### src/rtl/change_dispenser.sv
// Coin change dispenser: greedy payout from four stocked denominations through a hopper handshake.
// Optional OFFER timeout is compiled in with `define CHANGE_TIMEOUT_EN.
//
// state  | meaning
// IDLE   | waiting for start; stock loads accepted
// SELECT | pick largest affordable in-stock coin, or finish
// OFFER  | coin_valid held until hopper acks
// DONE   | one-cycle done pulse, then back to IDLE
module change_dispenser (
   input  logic        clk,
   input  logic        rst_n,
   input  logic        start,
   input  logic [10:0] amount,
   input  logic        load,
   input  logic [1:0]  load_code,
   input  logic [7:0]  load_count,
   output logic        coin_valid,
   output logic [1:0]  coin_code,
   input  logic        coin_ack,
   output logic        busy,
   output logic        done,
   output logic        short,
   output logic [10:0] remaining
);

   typedef enum logic [1:0] {
      S_IDLE,
      S_SELECT,
      S_OFFER,
      S_DONE
   } state_t;

   localparam logic [1:0] CODE_10  = 2'd0;
   localparam logic [1:0] CODE_20  = 2'd1;
   localparam logic [1:0] CODE_100 = 2'd2;
   localparam logic [1:0] CODE_50  = 2'd3;

   state_t      state;
   logic [7:0]  stock [4];
   logic        sel_found;
   logic [1:0]  sel_code;

`ifdef CHANGE_TIMEOUT_EN
   logic [7:0]  offer_timer;
`endif

   function automatic logic [10:0] coin_value(input logic [1:0] code);
      case (code)
         CODE_10:  coin_value = 11'd10;
         CODE_20:  coin_value = 11'd20;
         CODE_100: coin_value = 11'd100;
         default:  coin_value = 11'd50;
      endcase
   endfunction

   // Largest denomination first; a remainder of zero naturally selects nothing.
   always_comb begin
      sel_found = 1'b0;
      sel_code  = CODE_10;
      if (remaining >= 11'd100 && stock[CODE_100] != 8'd0) begin
         sel_found = 1'b1;
         sel_code  = CODE_100;
      end else if (remaining >= 11'd50 && stock[CODE_50] != 8'd0) begin
         sel_found = 1'b1;
         sel_code  = CODE_50;
      end else if (remaining >= 11'd20 && stock[CODE_20] != 8'd0) begin
         sel_found = 1'b1;
         sel_code  = CODE_20;
      end else if (remaining >= 11'd10 && stock[CODE_10] != 8'd0) begin
         sel_found = 1'b1;
         sel_code  = CODE_10;
      end
   end

   always_ff @(posedge clk or negedge rst_n) begin
      if (!rst_n) begin
         state      <= S_IDLE;
         coin_valid <= 1'b0;
         coin_code  <= 2'd0;
         busy       <= 1'b0;
         done       <= 1'b0;
         short      <= 1'b0;
         remaining  <= 11'd0;
         for (int i = 0; i < 4; i++) stock[i] <= 8'd0;
`ifdef CHANGE_TIMEOUT_EN
         offer_timer <= 8'd0;
`endif
      end else begin
         done <= 1'b0;
         case (state)
            S_IDLE: begin
               // A load in the same cycle as start lands before the first SELECT.
               if (load) stock[load_code] <= load_count;
               if (start) begin
                  remaining <= amount;
                  short     <= 1'b0;
                  busy      <= 1'b1;
                  state     <= S_SELECT;
               end
            end
            S_SELECT: begin
               if (sel_found) begin
                  coin_valid <= 1'b1;
                  coin_code  <= sel_code;
                  state      <= S_OFFER;
`ifdef CHANGE_TIMEOUT_EN
                  offer_timer <= 8'd254;
`endif
               end else begin
                  short <= (remaining != 11'd0);
                  done  <= 1'b1;
                  state <= S_DONE;
               end
            end
            S_OFFER: begin
               if (coin_ack) begin
                  remaining         <= remaining - coin_value(coin_code);
                  stock[coin_code]  <= stock[coin_code] - 8'd1;
                  coin_valid        <= 1'b0;
                  state             <= S_SELECT;
               end
`ifdef CHANGE_TIMEOUT_EN
               // Terminal count reached after 255 unacknowledged OFFER cycles:
               // treat this denomination as jammed and continue with the others.
               else if (offer_timer == 8'd0) begin
                  stock[coin_code] <= 8'd0;
                  coin_valid       <= 1'b0;
                  state            <= S_SELECT;
               end else begin
                  offer_timer <= offer_timer - 8'd1;
               end
`endif
            end
            S_DONE: begin
               busy  <= 1'b0;
               state <= S_IDLE;
            end
            default: state <= S_IDLE;
         endcase
      end
   end

endmodule
### config.mk
export PLATFORM = sky130hd
export DESIGN_NAME = change_dispenser
export DESIGN_NICKNAME = d
export VERILOG_FILES = /design/src/rtl/change_dispenser.sv
export SDC_FILE = /design/constraint.sdc
export NUM_CORES = 1
export LEC_CHECK = 0
export ABC_AREA = 1
export BUFFER_PORTS_ARGS = -buffer_cell sky130_fd_sc_hd__buf_2
export CAP_MARGIN = 20
export CORE_ASPECT_RATIO = 1.2
export CORE_MARGIN = 4
export CORE_UTILIZATION = 38
export DETAILED_ROUTE_END_ITERATION = 12
export SYNTH_ARGS = -nofsm -noshare
export SYNTH_HDL_FRONTEND = slang
export SYNTH_SLANG_ARGS = --single-unit
### constraint.sdc
create_clock -name clk -period 2.5 [get_ports clk]
set_input_delay 0.125 -clock clk [delete_from_list [all_inputs] [get_ports clk]]
set_output_delay 0.125 -clock clk [all_outputs]
set_load 0.1 [all_outputs]
==> flow_metrics.py <==
metrics = {
    "worst_setup_path": {
        "critPathKind": "flip-flop to flip-flop",
        "worst-endpoint-required_ns": 2.74,
        "crit_fanout": 12,
        "worst-r2r-cell-count": 14,
        "arrival_ns": 2.51,
        "worst_reg2reg_path_startpoint": "coin_code[1]$_DFFE_PN0P_",
        "critical_path.reg2reg.endpoint": "remaining[9]$_DFFE_PN0P_",
        "crit_path_start_kind": "flip-flop",
        "r2r_slack_ns": 0.23,
        "end_kind": "flip-flop",
    },
    "clocking": {
        "cts_inserted_buffers": 5,
        "clk_pin_slew_worst_paths_ns": 0.10,
        "cts-root-buf": "sky130_fd_sc_hd__clkbuf_8",
        "clock-sinks": 51,
        "cts.path.max_buffers": 2,
        "cts.repair_timing.setup_buffer_count": 0,
        "htree_levels": 2,
        "worst_skew_pair.late_latency_ns": 0.32,
        "tritoncts": "done",
    },
    "placed_design": {
        "dp_cells": 661,
        "buffer_ports.inserted": 42,
        "global_placer_s_final_weighted_congestion": 0.8964,
        "dp_hpwl_um": 8217,
        "dpl_worst_slack_ns": 0.2518,
    },
    "synthesis": {
        "mappedNetlistArea_um2": 3615,
        "fraction_of_the_mapped_netlist_area_in_compound_gates_pct": 16.06,
        "synthMostInstantiatedCell": "sky130_fd_sc_hd__nand2_1",
        "synth_mux_area_share_pct": 0.3115,
        "mappedNetlistNets": 541,
        "ys.flop_type": "sky130_fd_sc_hd__dfrtp_1",
        "synth-simple-area-share_pct": 35.24,
        "post-synth-top-area-cell": "sky130_fd_sc_hd__dfrtp_1",
        "seq_total_area_yosys_pct": 35.31,
        "synth_area_per_cell_um2": 7.186,
        "netlist_top_cells_area": "sky130_fd_sc_hd__dfrtp_1 35%, sky130_fd_sc_hd__nand2_1 13%, sky130_fd_sc_hd__nand3_1 7.5%",
        "synthXorXnorAreaFrac_pct": 0.9692,
        "synth-adder-area-share_pct": 4.361,
        "synth_top_family_by_area": "simple AND/OR/NAND/NOR gates",
        "synth-async-reset-ratio_pct": 100.0,
        "post_synth_num_cell_types": 38,
        "post_synth_most_frequent_cells": "124 x sky130_fd_sc_hd__nand2_1, 54 x sky130_fd_sc_hd__nand3_1, 51 x sky130_fd_sc_hd__dfrtp_1",
        "synthesis.yosys.warnings": 0,
        "post_synth_inst_count": 503,
        "synth_edf_count": 0,
        "synth_largest_type_area_fraction_pct": 35.31,
        "ys_ff_latch": 51,
    },
    "grt": {
        "first_global_vias": 3546,
        "globalRoute.totalOverflow": 0,
        "maximum_number_of_pins_on_one_net_before_global_route_repair": 29,
        "grt_pass1_wl_um": 17680,
        "grtUsageTotal_pct": 19.72,
        "antenna_found_initial": 0,
    },
    "detailed_routing": {
        "drtAntennaViolNets": 0,
        "wirelength_um": 10880,
        "drc": 0,
        "first_iter_violations": 292,
        "detail_route.wl_per_cell_um": 16.23,
        "first_pass_iters": 5,
        "routed-via-count": 3664,
        "vias_per_cell": 5.469,
    },
    "sta": {
        "share_of_the_clock_period_used_by_the_worst_path_pct": 90.81,
        "tightestPinTransition_ns": 0.6709,
        "finalMaxSlewViolations": 0,
        "max_freq_mhz": 440.5,
        "fin_worst_hold_slack_ns": 0.03337,
        "grt_setup_unrepaired": "no",
        "post_layout_minimum_cycle_time_ns": 2.270,
        "setup-violations-final": 0,
        "slew_headroom_pct": 55.27,
        "timing.final.hold_violations": 0,
        "final_critical_path_setup_slack_ns": 0.2299,
        "finClkSkew_ns": 0.01096,
    },
    "floorplan": {
        "io_pins": 43,
        "rows": 38,
        "initial_utilization_pct": 39.39,
        "floorplan.die_area_um2": 11140,
        "die_height_um": 114.8,
        "dieWidth_um": 97.04,
        "core_area_um2": 9176,
    },
    "flow_run": {
        "cap_violations": 0,
    },
    "hold_path": {
        "worstHoldPathType": "input port to flip-flop",
        "hold_depth": 2,
        "whs_endpoint": "remaining[0]$_DFFE_PN0P_",
        "min_from": "amount[0]",
    },
    "layout": {
        "fillers": 966,
        "regArea_um2": 1284,
        "multi_input_area_um2": 2098,
        "fin_cells": 670,
        "syn2layout_area_growth_pct": 13.43,
        "nNetsFinal": 587,
        "diodes": 0,
        "fraction_of_final_layout_cells_sized_beyond_drive_strength_1_pct": 21.09,
    },
    "status": {
        "outcome": "finished, final reports clean",
    },
}
-- cells in the final DEF (no fill, tap or decap), types with 6 or more instances in the layout --
| cell | synthesis | layout |
|---|---|---|
| sky130_fd_sc_hd__dfrtp_1 | 51 | 49 |
| sky130_fd_sc_hd__buf_2 | 2 | 42 |
| sky130_fd_sc_hd__nand4_1 | 6 | 6 |
| sky130_fd_sc_hd__a21oi_1 | 31 | 31 |
| sky130_fd_sc_hd__inv_2 | 5 | 7 |
| sky130_fd_sc_hd__o21ai_0 | 23 | 22 |
| sky130_fd_sc_hd__o211ai_1 | 7 | 7 |
| sky130_fd_sc_hd__ha_1 | 11 | 9 |
| sky130_fd_sc_hd__a31oi_1 | 20 | 20 |
| sky130_fd_sc_hd__nand2_2 | 17 | 18 |
| sky130_fd_sc_hd__inv_1 | 45 | 43 |
| sky130_fd_sc_hd__clkbuf_8 | 0 | 6 |
| sky130_fd_sc_hd__nand3_1 | 54 | 52 |
| sky130_fd_sc_hd__nand2_1 | 124 | 123 |
| sky130_fd_sc_hd__nor2_1 | 49 | 49 |
-- repair_timing --
item,in CTS,in global routing
endpoints found under the hold margin,26,0
resized for setup,0,0
hold buffers,1,0
-- kinds of logic after synthesis --
family                   after synthesis
AO/OA/AOI/OAI                         98
flip-flops                            51
AND/OR/NAND/NOR                      275
XOR/XNOR                               4
adder cells (fa/ha/maj)               12
buffers and inverters                 62
multiplexers                           1
-- through the flow --
step                      utilization (%)  area, um2  setup TNS, ns
final                               44.68       4100              0
after global routing                44.68       4100              0
after CTS                           44.68       4100              0
after detailed placement            43.50       3991              0
after global placement              43.50       3991              0
after floorplan                         -       3671      -0.006113
-- per-layer routing --
| metal | vias up | wire, um | global-route usage [%] |
|---|---|---|---|
| met5 | - | 0 | 0 |
| met4 | 0 | 284 | 7.210 |
| met3 | 22 | 616 | 2.852 |
| met2 | 123 | 5468 | 36.05 |
| met1 | 1747 | 4506 | 23.62 |
| li1 | 1772 | - | - |
-- how the worst max path moves through the flow --
stage	startpoint	endpoint	slack, ns
CTS	coin_code[1]$_DFFE_PN0P_	remaining[9]$_DFFE_PN0P_	0.22
floorplan	coin_code[0]$_DFFE_PN0P_	remaining[9]$_DFFE_PN0P_	-0.006
finish	coin_code[1]$_DFFE_PN0P_	remaining[9]$_DFFE_PN0P_	0.23
global route	coin_code[1]$_DFFE_PN0P_	remaining[10]$_DFFE_PN0P_	0.04
global placement	coin_code[1]$_DFFE_PN0P_	remaining[9]$_DFFE_PN0P_	0.30
detailed placement	coin_code[1]$_DFFE_PN0P_	remaining[9]$_DFFE_PN0P_	0.25
-- critical path, stage by stage, from the launching register on --
cell and delay [ns]:
sky130_fd_sc_hd__dfrtp_4 0.54, sky130_fd_sc_hd__inv_4 0.11, sky130_fd_sc_hd__ha_4 0.29, sky130_fd_sc_hd__inv_2 0.05
sky130_fd_sc_hd__ha_4 0.16, sky130_fd_sc_hd__fa_2 0.37, sky130_fd_sc_hd__inv_2 0.07, sky130_fd_sc_hd__nand3_2 0.06
sky130_fd_sc_hd__nand2_2 0.09, sky130_fd_sc_hd__nand3_2 0.08, sky130_fd_sc_hd__nand3_1 0.07, sky130_fd_sc_hd__nand2_1 0.05
sky130_fd_sc_hd__nand3_1 0.07, sky130_fd_sc_hd__nand3_1 0.06, sky130_fd_sc_hd__o21ai_1 0.09
-- final cells by class --
type	instances	area share, %
inverters	53	5.157
well taps	120	3.662
multi-input cells	390	51.17
repair buffers	48	6.286
flip-flops and latches	51	31.31
clock buffers	6	2.014
clock inverters	2	0.3967
-- registers in the layout, summed over array words and instances (netlist names) --
| signal | count |
|---|---|
| stock | 32 |
| remaining | 11 |
| coin_code | 2 |
| state | 2 |
| busy | 1 |
| coin_valid | 1 |
| done | 1 |
| short | 1 |
Power is left out: the tool's default activity adds up to more than one toggle a clock period on the data nets, which glitch-free logic cannot reach.
